==> config.mk <==
export PLATFORM = sky130hd
export DESIGN_NAME = cfg_afu_reset_seq
export DESIGN_NICKNAME = d
export VERILOG_FILES = /design/src/rtl/cfg_afu_reset_seq.sv
export SDC_FILE = /design/constraint.sdc
export NUM_CORES = 1
export LEC_CHECK = 0
export CAP_MARGIN = 20
export CORE_MARGIN = 2
export CORE_UTILIZATION = 57
export CTS_CLUSTER_DIAMETER = 200
export DETAILED_ROUTE_END_ITERATION = 8
export PLACE_DENSITY = 0.81
export SLEW_MARGIN = 10
export SYNTH_ARGS = -nofsm -noshare
export SYNTH_HDL_FRONTEND = slang
export SYNTH_SLANG_ARGS = --single-unit
==> constraint.sdc <==
create_clock -name clock -period 3.9 [get_ports clock]
set_input_delay 0.78 -clock clock [delete_from_list [all_inputs] [get_ports clock]]
set_output_delay 0.78 -clock clock [all_outputs]
set_load 0.03 [all_outputs]
==> src/rtl/cfg_afu_reset_seq.sv <==
// rtl/cfg_afu_reset_seq.sv - function-level / AFU-level reset sequencer for config function 1
//
// Times the AFU reset requested through config space. A request latches a
// duration (in units of TICK_CYCLES clocks) and holds afu_reset high for
// exactly units*TICK_CYCLES cycles, then pulses the matching done output.
// A function reset preempts a running AFU reset without releasing afu_reset.
//
// Ports:
//   clock                  block clock
//   reset_n                asynchronous active-low reset
//   ofunc_reset_duration   function reset duration in units (0 -> MIN_UNITS)
//   octrl_reset_duration   AFU reset duration in units (0 -> MIN_UNITS)
//   func_reset_req         one-cycle function reset request
//   afu_reset_req          one-cycle AFU reset request
//   afu_reset              active-high reset to the AFU
//   func_reset_in_progress OFUNC status readback
//   afu_reset_in_progress  OCTRL00 status readback
//   func_reset_done        one-cycle completion pulse, function reset
//   afu_reset_done         one-cycle completion pulse, AFU reset

module cfg_afu_reset_seq #(
    parameter int TICK_CYCLES = 16,
    parameter int MIN_UNITS   = 1
) (
    input  logic       clock,
    input  logic       reset_n,
    input  logic [7:0] ofunc_reset_duration,
    input  logic [7:0] octrl_reset_duration,
    input  logic       func_reset_req,
    input  logic       afu_reset_req,
    output logic       afu_reset,
    output logic       func_reset_in_progress,
    output logic       afu_reset_in_progress,
    output logic       func_reset_done,
    output logic       afu_reset_done
);

    localparam int TW = (TICK_CYCLES > 1) ? $clog2(TICK_CYCLES) : 1;
    localparam logic [TW-1:0] TICK_LAST = TW'(TICK_CYCLES - 1);
    localparam logic [TW-1:0] TICK_ONE  = TW'(1);
    localparam logic [7:0]    MIN_LAST  = 8'(MIN_UNITS - 1);

    typedef enum logic [1:0] {
        IDLE     = 2'd0,
        FUNC_RST = 2'd1,
        AFU_RST  = 2'd2
    } state_t;

    state_t        state;
    logic [TW-1:0] tick_cnt;
    logic [7:0]    unit_cnt;
    logic          hold_expired;

    // Unit counter is loaded with U-1 so that it reaches 0 in the last unit.
    function automatic logic [7:0] first_unit(input logic [7:0] dur);
        if (dur == 8'd0) begin
            return MIN_LAST;
        end
        return dur - 8'd1;
    endfunction

    // True in the final cycle of the hold window.
    assign hold_expired = (unit_cnt == 8'd0) && (tick_cnt == TICK_LAST);

    always_ff @(posedge clock or negedge reset_n) begin
        if (!reset_n) begin
            state                  <= IDLE;
            tick_cnt               <= '0;
            unit_cnt               <= 8'd0;
            afu_reset              <= 1'b0;
            func_reset_in_progress <= 1'b0;
            afu_reset_in_progress  <= 1'b0;
            func_reset_done        <= 1'b0;
            afu_reset_done         <= 1'b0;
        end else begin
            func_reset_done <= 1'b0;
            afu_reset_done  <= 1'b0;

            unique case (state)
                IDLE: begin
                    // Function reset covers the AFU, so it wins a tie and the
                    // AFU request is simply dropped.
                    if (func_reset_req) begin
                        state                  <= FUNC_RST;
                        tick_cnt               <= '0;
                        unit_cnt               <= first_unit(ofunc_reset_duration);
                        afu_reset              <= 1'b1;
                        func_reset_in_progress <= 1'b1;
                        afu_reset_in_progress  <= 1'b0;
                    end else if (afu_reset_req) begin
                        state                  <= AFU_RST;
                        tick_cnt               <= '0;
                        unit_cnt               <= first_unit(octrl_reset_duration);
                        afu_reset              <= 1'b1;
                        func_reset_in_progress <= 1'b0;
                        afu_reset_in_progress  <= 1'b1;
                    end
                end

                FUNC_RST: begin
                    if (hold_expired) begin
                        state                  <= IDLE;
                        tick_cnt               <= '0;
                        unit_cnt               <= 8'd0;
                        afu_reset              <= 1'b0;
                        func_reset_in_progress <= 1'b0;
                        func_reset_done        <= 1'b1;
                    end else if (tick_cnt == TICK_LAST) begin
                        tick_cnt <= '0;
                        unit_cnt <= unit_cnt - 8'd1;
                    end else begin
                        tick_cnt <= tick_cnt + TICK_ONE;
                    end
                end

                AFU_RST: begin
                    // Preemption takes priority even in the expiry cycle so
                    // afu_reset never drops between the two holds.
                    if (func_reset_req) begin
                        state                  <= FUNC_RST;
                        tick_cnt               <= '0;
                        unit_cnt               <= first_unit(ofunc_reset_duration);
                        func_reset_in_progress <= 1'b1;
                        afu_reset_in_progress  <= 1'b0;
                    end else if (hold_expired) begin
                        state                 <= IDLE;
                        tick_cnt              <= '0;
                        unit_cnt              <= 8'd0;
                        afu_reset             <= 1'b0;
                        afu_reset_in_progress <= 1'b0;
                        afu_reset_done        <= 1'b1;
                    end else if (tick_cnt == TICK_LAST) begin
                        tick_cnt <= '0;
                        unit_cnt <= unit_cnt - 8'd1;
                    end else begin
                        tick_cnt <= tick_cnt + TICK_ONE;
                    end
                end

                default: begin
                    state                  <= IDLE;
                    tick_cnt               <= '0;
                    unit_cnt               <= 8'd0;
                    afu_reset              <= 1'b0;
                    func_reset_in_progress <= 1'b0;
                    afu_reset_in_progress  <= 1'b0;
                end
            endcase
        end
    end

endmodule
==> results of run 1 <==
==> routing by layer <==
metal	part of all wire	vias to the layer above	global-route usage
li1	-	718	-
met1	0.39	674	0.3056
met2	0.52	67	0.4881
met3	0.062	11	0.02093
met4	0.029	0	0.1185
met5	0	-	0
==> area by class of cell <==
type                            count  area, µm²  area share
Clock buffer                        4      26.28     0.01446
Inverter                           11      41.29     0.02273
Multi-Input combinational cell    144      988.4      0.5441
Sequential cell                    19      475.5      0.2617
Tap cell                           30      37.54     0.02066
Timing Repair Buffer               25      247.7      0.1364
==> worst max-delay path by stage <==
| stage | start | to | slack [ns] | cells past startpoint |
|---|---|---|---|---|
| floorplan | ofunc_reset_duration[0] | unit_cnt[4] | 1.73 | 6 |
| global placement | func_reset_req | unit_cnt[4] | 1.08 | 6 |
| detailed placement | ofunc_reset_duration[0] | unit_cnt[4] | 1.03 | 7 |
| CTS | func_reset_req | unit_cnt[4] | 1.37 | 6 |
| global route | ofunc_reset_duration[0] | unit_cnt[6] | 1.25 | 8 |
| finish | func_reset_req | unit_cnt[4] | 1.37 | 6 |
==> registers in the layout (all words and copies together) (netlist names) <==
| name | flops |
|---|---|
| afu_reset_done | 1 |
| func_reset_done | 1 |
| func_reset_in_progress | 1 |
| afu_reset_in_progress | 1 |
| unit_cnt | 8 |
| state | 2 |
| afu_reset | 1 |
| tick_cnt | 4 |
==> metrics by stage <==
stage,setup WS [ns],instance area (µm²),instances
after floorplan,1.726,1524,178
after detailed placement,1.031,1790,229
after global routing,1.252,1817,233
after global placement,1.083,1790,229
final,1.368,1817,233
after CTS,1.371,1817,233
==> cells by family after synthesis <==
group / count (synthesis) / synth area share
compound gates: 56 / 0.2545
xor+xnor: 6 / 0.03448
fa+ha+maj: 11 / 0.09031
buf+inv: 15 / 0.03940
flops: 19 / 0.3120
mux: 3 / 0.02135
simple gates: 68 / 0.2480
==> layout by cell type (no fill, tap or decap), drive strengths merged, types with 4 or more instances in the layout <==
cell           synthesis  layout
clkdlybuf4s50          0      24
nor2                  13      13
inv                   11      11
xnor2                  4       4
a21o                   4       4
nand3                  6       6
ha                    11      11
clkbuf                 1       4
dfrtp                 19      19
nor4b                  4       4
o22ai                  5       5
nor3                   6       6
o211ai                 5       5
a21oi                 10      10
nand2                 15      15
o21ai                 17      17
==> power by group <==
group          total (µW)  internal, µW  switching, µW
Sequential            326           264           61.5
Combinational         555           228            327
Clock                 106          40.1           65.6
==> impl_metrics.csv, run 1 <==
group,metric,value,unit
cts,cts-hold-fix-buffers,0,
cts,clk_pin_slew,0.11,ns
cts,tritoncts,"built",
pwr,p_total,985.9,µW
final_layout,fill_cells,185,
worst_setup_path,ff2ff_setup_slack,1.69,ns
hold_path,worstHoldStart,"func_reset_in_progress",
worst_setup_path,r2r_cells,6,
logic_synthesis,async_reset_ff_frac,1.000,
timing,finalSetupViolCount,0,
worst_setup_path,cp_max_fo,13,
route,routed-via-count,1470,
pwr,peakVddDrop,0.4057,mV
logic_synthesis,synth-edff-count,0,
cts,clk_latency,0.31,ns
logic_synthesis,ys_warn_count,0,
global_route,grt_pass1_wl,6.575,mm
timing,worst_pin_slew,0.8487,ns
worst_setup_path,cp.required,4.11,ns
timing,hold_viol_final,0,
hold_path,holdPathStages,1,
worst_setup_path,crit_chain,"clkdlybuf4s50_1 > or3b_1 > o211ai_2 > nor2_1 > a21o_1 > a221o_1",
logic_synthesis,synth_cells,178,
timing,skew,0.005003,ns
logic_synthesis,ys_ff_latch,19,
worst_setup_path,worst_setup_path_end_kind,"flop",
cts,cts_max_level,1,
route,first_pass_iters,4,
logic_synthesis,synth_top_area_cell,"dfrtp_1",
timing,clock.fmax,0.3950,GHz
final_layout,final_util,0.7267,
hold_path,min_to,"func_reset_in_progress",
route,wl_per_cell,16.61,µm
global_route,antenna_found_initial,0,
route,drc,0,
status,status,"finished clean",
placed_design,place_congestion,0.9465,
final_layout,area_growth,19.21,%
cts,cts_sinks,19,
route,vias_per_cell,6.309,
logic_synthesis,synth_area_leaders,"dfrtp_1, ha_1, nand2_1, o21ai_1, nor2_1",
final_layout,final_nets,235,
run,drv_cap,0,
timing,fin_crit_sh,0.6491,
worst_setup_path,r2r_end,"afu_reset",
worst_setup_path,r2r-start,"unit_cnt[0]",
worst_setup_path,critPathTopFamily,"simple AND/OR/NAND/NOR gates",
placed_design,portBuffers,24,
die,die_height,55.71,µm
pwr,powerDensity,542.7,mW/mm²
worst_setup_path,max_stage_delay,0.64,ns
placed_design,hpwl,3.102,mm
worst_setup_path,critPathSlowestCell,"clkdlybuf4s50_1",
cts,ctsResizeCount,0,
route,antenna_left,0,
route,dr.first_iter.drc_count,53,
logic_synthesis,syn_area,0.001524,mm²
logic_synthesis,avgSynthCellArea,8.562,µm²
timing,whs,0.4973,ns
worst_setup_path,worstSetupPathType,"input port to flop",
global_route,track_usage,0.2636,
logic_synthesis,synth_seq_area_share,0.3120,
timing,relSlewSlack,0.4324,
hold_path,hp-class,"flop to flop",
pwr,power_leakage,0.0007614,µW
die,initial_utilization,0.6096,
die,std_cell_rows,18,
timing,setup_tns,0,ns
route,finalWirelength,3.870,mm
worst_setup_path,startpoint_type,"input port",
logic_synthesis,syn-num-nets,209,
cts,cts_inserted_buffers,3,
die,core_area,0.002500,mm²
cts,post-cts-setup-buffer-count,0,
final_layout,drive_above_1_share,0.06897,
timing,min_period,2.532,ns
timing,drv_slew,0,
die,die_x,55.71,µm
die,pin_count,25,
global_route,grt_pass1_vias,1504,
logic_synthesis,synth_top_cell_area_share,0.3120,
logic_synthesis,yosys-top-cells-count,"dfrtp_1, nand2_1, nor2_1",
logic_synthesis,yosysUniqueCellTypes,50,
cts,clockBufferDepth,2,
final_layout,diodes,0,
global_route,grt_max_degree,20,
logic_synthesis,synth_flop_cell,"dfrtp_1",
die,dieArea,0.003103,mm²
worst_setup_path,cp_data_arrival_time,2.74,ns
global_route,grt.overflow.total,0,
timing,grt_setup_unrepaired,"false",
worst_setup_path,critPathBufInv,1,
cts,cts_root_buf,"clkbuf_4",
logic_synthesis,yosysMostFrequentCell,"dfrtp_1",
(Power assumes the default switching activity.)
==> run 2: changes to the inputs <==
--- a/config.mk
+++ b/config.mk
@@ -7,10 +7,10 @@
 export LEC_CHECK = 0
 export CAP_MARGIN = 20
 export CORE_MARGIN = 2
-export CORE_UTILIZATION = 57
+export CORE_UTILIZATION = 48
 export CTS_CLUSTER_DIAMETER = 200
 export DETAILED_ROUTE_END_ITERATION = 8
-export PLACE_DENSITY = 0.81
+export PLACE_DENSITY = 0.73
 export SLEW_MARGIN = 10
 export SYNTH_ARGS = -nofsm -noshare
 export SYNTH_HDL_FRONTEND = slang
==> constraint.sdc (replaced) <==
create_clock -name clock -period 2.3 [get_ports clock]
set_input_delay 0.46 -clock clock [delete_from_list [all_inputs] [get_ports clock]]
set_output_delay 0.46 -clock clock [all_outputs]
set_load 0.03 [all_outputs]
==> impl_metrics.csv, run 2 (synthesized netlist as in run 1, its figures left out) <==
group,metric,value,unit
worst_setup_path,cp.required,2.49,ns
worst_setup_path,worstSetupPathType,"input port to flop",
final_layout,drive_above_1_share,0.1563,
cts,post-cts-setup-buffer-count,0,
timing,drv_slew,0,
die,dieArea,0.003642,mm²
placed_design,hpwl,3.123,mm
global_route,grt_use_met1,0.2477,
final_layout,final_common_cell,"clkdlybuf4s50_1",
final_layout,layout_common_cells,"clkdlybuf4s50_1, buf_4, dfrtp_1",
cts,cts_inserted_buffers,3,
cts,tritoncts,"built",
global_route,grt_util_met2,0.4208,
timing,fin_crit_sh,0.8994,
placed_design,portBuffers,24,
worst_setup_path,critPathSlowestCell,"or4b_1",
route,drc,0,
route,vias_per_cell,5.754,
final_layout,final_nets,256,
global_route,grt_pass1_wl,6.203,mm
die,die_height,60.35,µm
worst_setup_path,critPathTopFamily,"compound AO/OA/AOI/OAI gates",
final_layout,largest_reg_flops,8,
final_layout,top_register,"unit_cnt",
cts,ctsResizeCount,0,
global_route,grt.overflow.total,0,
timing,finalWorstSetupSlack,0.2314,ns
worst_setup_path,cp_data_arrival_time,2.26,ns
timing,clock.fmax,0.4834,GHz
timing,min_period,2.069,ns
die,core_area,0.003028,mm²
status,status,"finished clean",
placed_design,place_ws,-0.1046,ns
cts,cts_max_level,1,
timing,whs,0.4753,ns
placed_design,place_congestion,0.9627,
die,std_cell_rows,20,
global_route,antenna_found_initial,0,
run,drv_cap,0,
cts,cts-hold-fix-buffers,0,
global_route,use_met3,0.02772,
final_layout,area_growth,30.71,%
global_route,track_usage,0.2277,
global_route,grt.busiest_layer,"met2",
worst_setup_path,crit_chain,"clkdlybuf4s50_1 > inv_1 > ha_1 > or4b_1 > o21ai_2 > o22ai_1 > a221o_1",
global_route,grt_max_degree,20,
route,first_pass_iters,4,
die,initial_utilization,0.5033,
worst_setup_path,critPathBufInv,2,
worst_setup_path,worst_setup_path_end_kind,"flop",
route,finalWirelength,3.805,mm
route,wl_per_cell,14.20,µm
timing,hold_viol_final,0,
die,pin_count,25,
worst_setup_path,startpoint_type,"input port",
die,die_x,60.35,µm
timing,grt_setup_unrepaired,"false",
hold_path,hp-class,"input port to asynchronous set/reset pin",
route,routed-via-count,1542,
pwr,power_leakage,0.0008616,µW
final_layout,top_regs,"unit_cnt: 8 flops, tick_cnt: 4 flops, state: 2 flops",
final_layout,diodes,0,
worst_setup_path,cp_max_fo,4,
cts,cts_root_buf,"clkbuf_4",
global_route,grt_pass1_vias,1530,
worst_setup_path,max_stage_delay,0.47,ns
timing,relSlewSlack,0.7071,
cts,clk_pin_slew,0.10,ns
cts,cts_sinks,19,
cts,clk_latency,0.30,ns
timing,worst_pin_slew,0.4360,ns
cts,clockBufferDepth,2,
pwr,powerDensity,861.3,mW/mm²
pwr,peakVddDrop,0.2797,mV
route,antenna_left,0,
timing,finalSetupViolCount,0,
route,dr.first_iter.drc_count,80,
timing,skew,0.003784,ns
-- run 2: stage by stage --
stage	cells	instance area (µm²)	power [µW]	utilization	setup TNS (ns)
after floorplan	178	1524	1190	-	0
after global placement	264	1966	1506	0.6492	-0.1140
after detailed placement	264	1966	1543	0.6492	-0.4727
after CTS	268	1992	1718	0.6579	0
after global routing	268	1992	1854	0.6579	0
final	268	1992	1716	0.6579	0
-- run 2: worst paths after layout --
kind / start / endpoint / slack, ns / cells past startpoint
worst min-delay path: reset_n / tick_cnt[2] / 0.48 / 2
worst max register to register: state[0] / unit_cnt[4] / 0.32 / 7
worst max-delay path: ofunc_reset_duration[0] / unit_cnt[4] / 0.23 / 7
min in group clock: func_reset_in_progress / func_reset_in_progress / 0.49 / 1
max in group asynchronous: reset_n / unit_cnt[4] / 1.62 / 2
worst min register to register: func_reset_in_progress / func_reset_in_progress / 0.49 / 1
-- run 2: power breakdown --
group | total (µW) | leakage [µW] | switching, µW | internal, µW
combinational | 997 | 0.000600 | 558 | 438
sequential | 549 | 0.000247 | 101 | 448
clock | 170 | 0.0000150 | 102 | 67.8
total | 1720 | 0.000862 | 762 | 954
-- run 2: worst register-to-register path: stages, from the launching register on --
cell and delay, ns:
dfrtp_1 0.43, inv_1 0.09, ha_1 0.25, or3b_1 0.41, o211ai_2 0.15, nor2_1 0.10, a21o_1 0.17, a221o_1 0.28
-- run 2: layout make-up --
class,count,area (µm²)
fillers,256,1036
flip-flops and latches,19,475.5
clock buffers,4,26.28
inverters,11,41.29
multi-input cells,144,988.4
well taps,44,55.05
repair buffers,46,405.4
-- run 2: per-layer routing --
metal	up-vias	part of all wire
met2	48	0.51
met4	0	0.029
met3	9	0.043
li1	759	-
met1	726	0.41
met5	-	0
